<file path="config.mk">
export PLATFORM = sky130hd
export DESIGN_NAME = uart_tx_flat
export DESIGN_NICKNAME = d
export VERILOG_FILES = /design/src/rtl/uart_tx_if.sv /design/src/rtl/uart_tx.sv /design/src/flat_wrapper.sv
export SDC_FILE = /design/constraint.sdc
export NUM_CORES = 1
export LEC_CHECK = 0
export BUFFER_PORTS_ARGS = -buffer_cell sky130_fd_sc_hd__buf_4
export CAP_MARGIN = 20
export CORE_UTILIZATION = 59
export DETAILED_ROUTE_END_ITERATION = 8
export GPL_TIMING_DRIVEN = 0
export MAX_ROUTING_LAYER = met4
export PLACE_DENSITY = 0.75
export SLEW_MARGIN = 20
export SYNTH_ARGS = -nofsm -noshare
export SYNTH_HDL_FRONTEND = slang
export SYNTH_SLANG_ARGS = --single-unit
</file>
<file path="constraint.sdc">
create_clock -name sysclk -period 2.4 [get_ports sysclk]
set_input_delay 0.12 -clock sysclk [delete_from_list [all_inputs] [get_ports sysclk]]
set_output_delay 0.12 -clock sysclk [all_outputs]
set_load 0.02 [all_outputs]
</file>
<file path="src/rtl/uart_tx_if.sv">
// Byte handshake between a producer and the UART transmitter.
// The producer drives tx_data/tx_valid; the transmitter reports tx_ready/tx_busy.
interface uart_tx_if;
    logic [7:0] tx_data;
    logic       tx_valid;
    logic       tx_ready;
    logic       tx_busy;

    modport master (output tx_data, output tx_valid, input tx_ready, input tx_busy);
    modport slave  (input tx_data, input tx_valid, output tx_ready, output tx_busy);
endinterface

</file>
<file path="src/rtl/uart_tx.sv">
// 8-bit LSB-first UART transmitter with a one-deep holding register for gapless frames.
// Define UART_TX_PARITY_EN to insert an even-parity bit after data bit 7.
module uart_tx #(
    parameter int CLK_FREQ  = 50000000,
    parameter int BAUD      = 9600,
    parameter int DIVISOR   = CLK_FREQ / BAUD,
    parameter int STOP_BITS = 1
) (
    input  logic       sysclk,
    input  logic       reset,
    uart_tx_if.slave   bus,
    output logic       txd
);
    localparam int CW      = (DIVISOR > 1) ? $clog2(DIVISOR) : 1;
    localparam bit TWO_STP = (STOP_BITS == 2);

`ifdef UART_TX_PARITY_EN
    typedef enum logic [2:0] {IDLE, START, DATA, PARITY, STOP} state_t;
`else
    typedef enum logic [2:0] {IDLE, START, DATA, STOP} state_t;
`endif

    state_t        state_q, state_d;
    logic [CW-1:0] baud_q, baud_d;
    logic [2:0]    bit_q, bit_d;
    logic [7:0]    shift_q, shift_d;
    logic [7:0]    hold_q, hold_d;
    logic          hold_valid_q, hold_valid_d;
    logic          txd_q, txd_d;
`ifdef UART_TX_PARITY_EN
    logic          par_q, par_d;
`endif

    logic accept, baud_end, consumed;

    assign accept       = bus.tx_valid && !hold_valid_q;
    assign baud_end     = (baud_q == CW'(DIVISOR - 1));
    assign bus.tx_ready = !hold_valid_q;
    assign bus.tx_busy  = (state_q != IDLE) || hold_valid_q;
    assign txd          = txd_q;

    always_ff @(posedge sysclk or negedge reset) begin
        if (!reset) begin
            state_q      <= IDLE;
            baud_q       <= '0;
            bit_q        <= '0;
            shift_q      <= '0;
            hold_q       <= '0;
            hold_valid_q <= 1'b0;
            txd_q        <= 1'b1;
`ifdef UART_TX_PARITY_EN
            par_q        <= 1'b0;
`endif
        end else begin
            state_q      <= state_d;
            baud_q       <= baud_d;
            bit_q        <= bit_d;
            shift_q      <= shift_d;
            hold_q       <= hold_d;
            hold_valid_q <= hold_valid_d;
            txd_q        <= txd_d;
`ifdef UART_TX_PARITY_EN
            par_q        <= par_d;
`endif
        end
    end

    always_comb begin
        state_d      = state_q;
        baud_d       = baud_q;
        bit_d        = bit_q;
        shift_d      = shift_q;
        hold_d       = hold_q;
        hold_valid_d = hold_valid_q;
        txd_d        = txd_q;
        consumed     = 1'b0;
`ifdef UART_TX_PARITY_EN
        par_d        = par_q;
`endif
        // Baud phase restarts on every bit boundary; a new frame always starts at 0.
        if (state_q != IDLE) baud_d = baud_end ? '0 : baud_q + CW'(1);

        case (state_q)
            IDLE: begin
                if (accept) begin
                    state_d  = START;
                    shift_d  = bus.tx_data;
                    txd_d    = 1'b0;
                    baud_d   = '0;
                    consumed = 1'b1;
`ifdef UART_TX_PARITY_EN
                    par_d    = ^bus.tx_data;
`endif
                end
            end
            START: begin
                if (baud_end) begin
                    state_d = DATA;
                    bit_d   = '0;
                    txd_d   = shift_q[0];
                end
            end
            DATA: begin
                if (baud_end) begin
                    if (bit_q == 3'd7) begin
                        bit_d = '0;
`ifdef UART_TX_PARITY_EN
                        state_d = PARITY;
                        txd_d   = par_q;
`else
                        state_d = STOP;
                        txd_d   = 1'b1;
`endif
                    end else begin
                        bit_d   = bit_q + 3'd1;
                        shift_d = shift_q >> 1;
                        txd_d   = shift_q[1];
                    end
                end
            end
`ifdef UART_TX_PARITY_EN
            PARITY: begin
                if (baud_end) begin
                    state_d = STOP;
                    bit_d   = '0;
                    txd_d   = 1'b1;
                end
            end
`endif
            STOP: begin
                if (baud_end) begin
                    if (TWO_STP && bit_q == 3'd0) begin
                        bit_d = 3'd1;
                    end else if (hold_valid_q) begin
                        state_d      = START;
                        shift_d      = hold_q;
                        hold_valid_d = 1'b0;
                        txd_d        = 1'b0;
`ifdef UART_TX_PARITY_EN
                        par_d        = ^hold_q;
`endif
                    end else if (accept) begin
                        // Byte arriving on the closing edge goes straight to the shifter.
                        state_d  = START;
                        shift_d  = bus.tx_data;
                        txd_d    = 1'b0;
                        consumed = 1'b1;
`ifdef UART_TX_PARITY_EN
                        par_d    = ^bus.tx_data;
`endif
                    end else begin
                        state_d = IDLE;
                        txd_d   = 1'b1;
                    end
                end
            end
            default: begin
                state_d = IDLE;
                txd_d   = 1'b1;
            end
        endcase

        if (accept && !consumed) begin
            hold_d       = bus.tx_data;
            hold_valid_d = 1'b1;
        end
    end
endmodule

</file>
<file path="src/flat_wrapper.sv">
// flat-port wrapper written by rule: the top's interface ports become plain ports
module uart_tx_flat 
#(
    parameter int CLK_FREQ  = 50000000,
    parameter int BAUD      = 9600,
    parameter int DIVISOR   = CLK_FREQ / BAUD,
    parameter int STOP_BITS = 1
)
  (sysclk, reset, txd, bus_tx_data, bus_tx_valid, bus_tx_ready, bus_tx_busy);
  uart_tx_if bus_i ();
  input  logic sysclk;
  input  logic reset;
  output logic txd;
  input wire logic [$bits(bus_i.tx_data)-1:0] bus_tx_data;
  input wire logic [$bits(bus_i.tx_valid)-1:0] bus_tx_valid;
  output wire logic [$bits(bus_i.tx_ready)-1:0] bus_tx_ready;
  output wire logic [$bits(bus_i.tx_busy)-1:0] bus_tx_busy;
  assign bus_i.tx_data = bus_tx_data;
  assign bus_i.tx_valid = bus_tx_valid;
  assign bus_tx_ready = bus_i.tx_ready;
  assign bus_tx_busy = bus_i.tx_busy;
  uart_tx #(.CLK_FREQ(CLK_FREQ), .BAUD(BAUD), .DIVISOR(DIVISOR), .STOP_BITS(STOP_BITS)) u_core (.sysclk(sysclk), .reset(reset), .bus(bus_i), .txd(txd));
endmodule
</file>
Word-level counts from Yosys, hierarchy flattened
Index checks and enable logic that the tools add are counted.

Output and inout port bits: 3. Bits of input ports: 11. Register bits after elaboration: 37. Word-level logic and storage cells: 73.

Equality and inequality tests: 11. Mux-type cells: 37. Reductions and logical operators: 16. $add $sub $neg: 2.

Operators by type and width (count): 13-bit 2-to-1 mux (4); 8-bit 2-to-1 mux (5); 3-bit 2-to-1 mux (9); 8-bit one-hot mux with 3 select lines (1); 1-bit 2-to-1 mux (14); 13-bit by 1-bit adder with 13-bit output (second input constant) (1); 13-bit == test (second input constant) (1); 3-bit one-hot mux with 4 select lines (1); 2-bit by 1-bit inequality test with 1-bit output (second input constant) (5); 4-bit AND reduction (2); 3-bit by 2-bit == test with 1-bit output (second input constant) (2); 3-bit one-hot mux with 2 select lines (1); 2-bit nonzero test (3); 3-bit nonzero test (2); 5-bit AND reduction (1); 1-bit one-hot mux with 4 select lines (1); 3-bit by 1-bit adder with 3-bit output (second input constant) (1); 3-bit by 1-bit == test with 1-bit output (second input constant) (1); 3-bit == test (second input constant) (1); 3-bit logical NOT (1); 3-bit AND reduction (1); 1-bit logical AND (2); 1-bit logical NOT (2); 2-bit inequality test (second input constant) (1); 3 further kinds (3).

Depth between registers and ports, before layout
Word-level depth: 10. Gate-level depth with buffers: 6. Mapped depth without buffers: 6.

Least setup slack after synthesis
Ideal clock, no wire load.

Path type: reg2reg. Start: register u_core.baud_q[5]. End: register u_core.hold_q[0]. Clock period less this slack: 2176 ps. Stages on the path, launching flop included: 5. Slack: 224 ps. Path buffers: 0. Data arrival time: 2051 ps. Path through: dfrtp_1 -> or4b_4 -> or3_4 -> o221ai_4 -> mux2_2.

Cells in the longest elaborated chain, start to end: 5.

RTL lines: from (decl) (RTL line uart_tx.sv:24) `logic [CW-1:0] baud_q, baud_d;`; from (signal assigned) (RTL line uart_tx.sv:56) `baud_q <= baud_d;`; 13-bit == test (RTL line uart_tx.sv:37) `assign baud_end = (baud_q == CW'(DIVISOR - 1));`; 1-bit 2-to-1 mux (RTL line uart_tx.sv:131) `if (baud_end) begin`; 1-bit one-hot mux with 2 select lines (RTL line uart_tx.sv:83) `case (state_q)`; 1-bit logical NOT (RTL line uart_tx.sv:163) `if (accept && !consumed) begin`; 1-bit logical AND (RTL line uart_tx.sv:163); to (signal assigned) (RTL line uart_tx.sv:59) `hold_q <= hold_d;`; to (decl) (RTL line uart_tx.sv:27) `logic [7:0] hold_q, hold_d;`.

Every way passes these cells. A chain may end at the register's enable or synchronous reset.

Final worst setup path
Start: register u_core.baud_q[5]. End: register u_core.hold_q[4].

The elaborated chain is that of the path after synthesis.

==> flow_summary.yaml <==
place:
  post-place-ws_ns: 0.0404
  dpl.hpwl_um: 2920
  numPortBuffers: 13
  place_inst: 239
  gp_congestion: 0.894
route:
  wl_per_cell_um: 16.9
  first_pass_iters: 4
  via_per_inst: 6.41
  vias: 1595
  drt_iter0_markers: 134
  drc: 0
  routed_wl_um: 4200
  ant_nets: 0
synth:
  ys_seq_elements: 36
  synth_area_leaders: "dfrtp_1, mux2_2, ha_1, o2bb2ai_1, a222oi_1"
  synth-edff-count: 0
  synth-seq-area-share_pct: 46.0
  synth_top_area_share_pct: 44.6
  yosysMostFrequentCell: "dfrtp_1"
  synth_top_cell_by_area: "dfrtp_1"
  ys_async_sr_fraction_pct: 100
  synth-main-ff-cell: "dfrtp_1"
  yosys_warnings: 0
  yosysUniqueCellTypes: 50
  synth_fp_nets: 200
  synthTopCellsByCount: "dfrtp_1, nand2_1, nor2_1, o21ai_0, mux2_2"
  avgSynthCellArea_sq_um: 10.8
  syn_area_sq_mm: 0.00196
  syn_inst: 182
worst_setup_path:
  r2r-end: "u_core.hold_q[4]$_DFFE_PN0P_"
  worstReg2RegStart: "u_core.baud_q[5]$_DFF_PN0_"
  end_kind: "register"
  ff2ff_path_depth: 5
  worstPathRequired_ns: 2.63
  arrival_ns: 2.54
  crit_type: "register to register"
  crit_fanout: 8
  reg2reg_slack_ns: 0.08
  start_kind: "register"
pwr:
  total_power_w: 0.00106
  power.leakage_nw: 0.945
  ir_drop_v: 0.000493
  powerDensity_mw_per_mm2: 473
clock_tree:
  numCtsBuffers: 5
  path_clk_slew_ns: 0.11
  cts_tree: "done"
  clock-sinks: 36
  clock_latency_ns: 0.34
  root_buffer: "clkbuf_4"
  htreeDepth: 2
  cts_max_path_buffers: 2
global_route:
  antenna_found_initial: 0
  grt_pass1_wl_um: 7140
  grt_pass1_vias: 1578
  overflow: 0
  grt_use_total_pct: 27.8
  grt_max_degree: 37
worst_hold_path:
  hp-start: "bus_tx_data[5]"
  whs_path_depth: 2
  min_to: "u_core.hold_q[5]$_DFFE_PN0P_"
  min_path_type: "input pin to register"
sta:
  tns_ns: 0
  maxSlewHeadroom_pct: 59.6
  finalSetupViolations: 0
  fin_crit_ns: 2.32
  finClkSkew_ns: 0.0110
  finalHoldViolCount: 0
  worstMarginPinSlew_ns: 0.601
  fin_ws_ns: 0.0830
  fmax_mhz: 432
  final_max_slew_viol_count: 0
  rsz0062_at_grt: "no"
  fin_crit_sh_pct: 96.5
status:
  status: "complete, no violations"
floorplan:
  rows: 20
  fp.dieArea_sq_mm: 0.00356
  start_util_pct: 63.2
  die_height_um: 59.7
  core-area_sq_mm: 0.00310
  die_w_um: 59.7
  ioPinCount: 14
cells_and_area:
  syn2layout_area_growth_pct: 14.2
  num-nets-final: 222
  drive_above_1_share_pct: 21.5
  diodes: 0
  final_cells: 249
job:
  timing.max_cap.violations: 0
-- how the worst max path moves through the flow --
stage,cells past startpoint,start,endpoint
detailed placement,4,u_core.baud_q[7]$_DFF_PN0_,u_core.hold_q[5]$_DFFE_PN0P_
finish,5,u_core.baud_q[5]$_DFF_PN0_,u_core.hold_q[4]$_DFFE_PN0P_
floorplan,4,u_core.baud_q[5]$_DFF_PN0_,u_core.hold_q[0]$_DFFE_PN0P_
CTS,4,u_core.baud_q[7]$_DFF_PN0_,u_core.hold_q[3]$_DFFE_PN0P_
global placement,4,u_core.baud_q[7]$_DFF_PN0_,u_core.hold_q[3]$_DFFE_PN0P_
global route,5,u_core.baud_q[5]$_DFF_PN0_,u_core.hold_q[4]$_DFFE_PN0P_
-- routing by layer --
metal	vias to the layer above	global-route usage (%)	wire length [um]
li1	764	-	-
met1	772	36.9	1940
met2	54	40.8	1980
met3	5	6.71	234
met4	0	11.6	39
met5	-	-	0
-- what timing repair did --
action / CTS / global route
setup buffers: 0 / 1
gates resized for setup: 0 / 4
setup endpoints to repair: 0 / 21
endpoints found under the hold margin: 35 / 0
hold buffers: 1 / 0
-- registers in the layout, indices dropped and copies added, names as in the netlist --
register             flops
u_core.hold_valid_q      1
u_core.bit_q             3
u_core.baud_q           13
u_core.state_q           2
u_core.shift_q           8
u_core.hold_q            8
u_core.txd               1
-- cells in the final DEF (no fill, tap or decap), types with 2 or more instances in the layout --
master     count
dfrtp_1       35
a21oi_1        6
o2bb2ai_1      8
nand2_1       13
a22o_1         4
nor4_1         2
clkbuf_8       2
mux2_2         9
nand3_1        6
nor3_1         5
buf_12         2
or2_2          2
xnor2_1        2
nand4_1        5
and3_1         3
a31oi_1        2
o31ai_1        2
a21o_1         3
or4b_4         2
mux2i_1        2
buf_4         13
clkbuf_1       4
o21ai_0       11
clkbuf_4       5
a222oi_1       6
inv_1          5
ha_1           7
nor2_1        11
a32o_1         4
-- final cells by class --
cell class	instances	area, sq um
multi-input combinational	134	1020
tap	44	55.1
timing repair buffer	15	128
fill	254	863
clock buffer	8	68.8
buffer	6	46.3
sequential	36	902
inverter	6	22.5
-- report_power, final --
group / switching (W) / leakage, nW / internal [W]
sequential: 0.00000951 / 0.431 / 0.000624
clock: 0.000199 / 0.0386 / 0.000172
combinational: 0.0000228 / 0.476 / 0.0000308
-- logic make-up after synthesis --
kind of cell / synth area share, %
and+or+nand+nor: 15.8
AOI/OAI and AO/OA: 23.2
DFF: 46.0
muxes: 6.19
adders and majority gates: 4.46
xor gates and xnor gates: 0.893
buffers and inverters: 3.51
-- critical path: stages (launching register included) --
cell      delay (ns)
dfrtp_1         0.47
or4b_4          0.62
or3_4           0.45
o221ai_4        0.18
buf_12          0.16
mux2_2          0.32
-- per-stage QoR --
step                hold WS [ns]  utilization, %  cell area, sq um
global placement          0.0910            68.1              2110
finish                    0.0196            72.2              2240
global route             0.00512            72.2              2240
CTS                       0.0131            70.7              2190
floorplan                 -0.176               -              1960
detailed placement        0.0983            68.1              2110
Note: power is estimated with default switching activity, not from simulation.
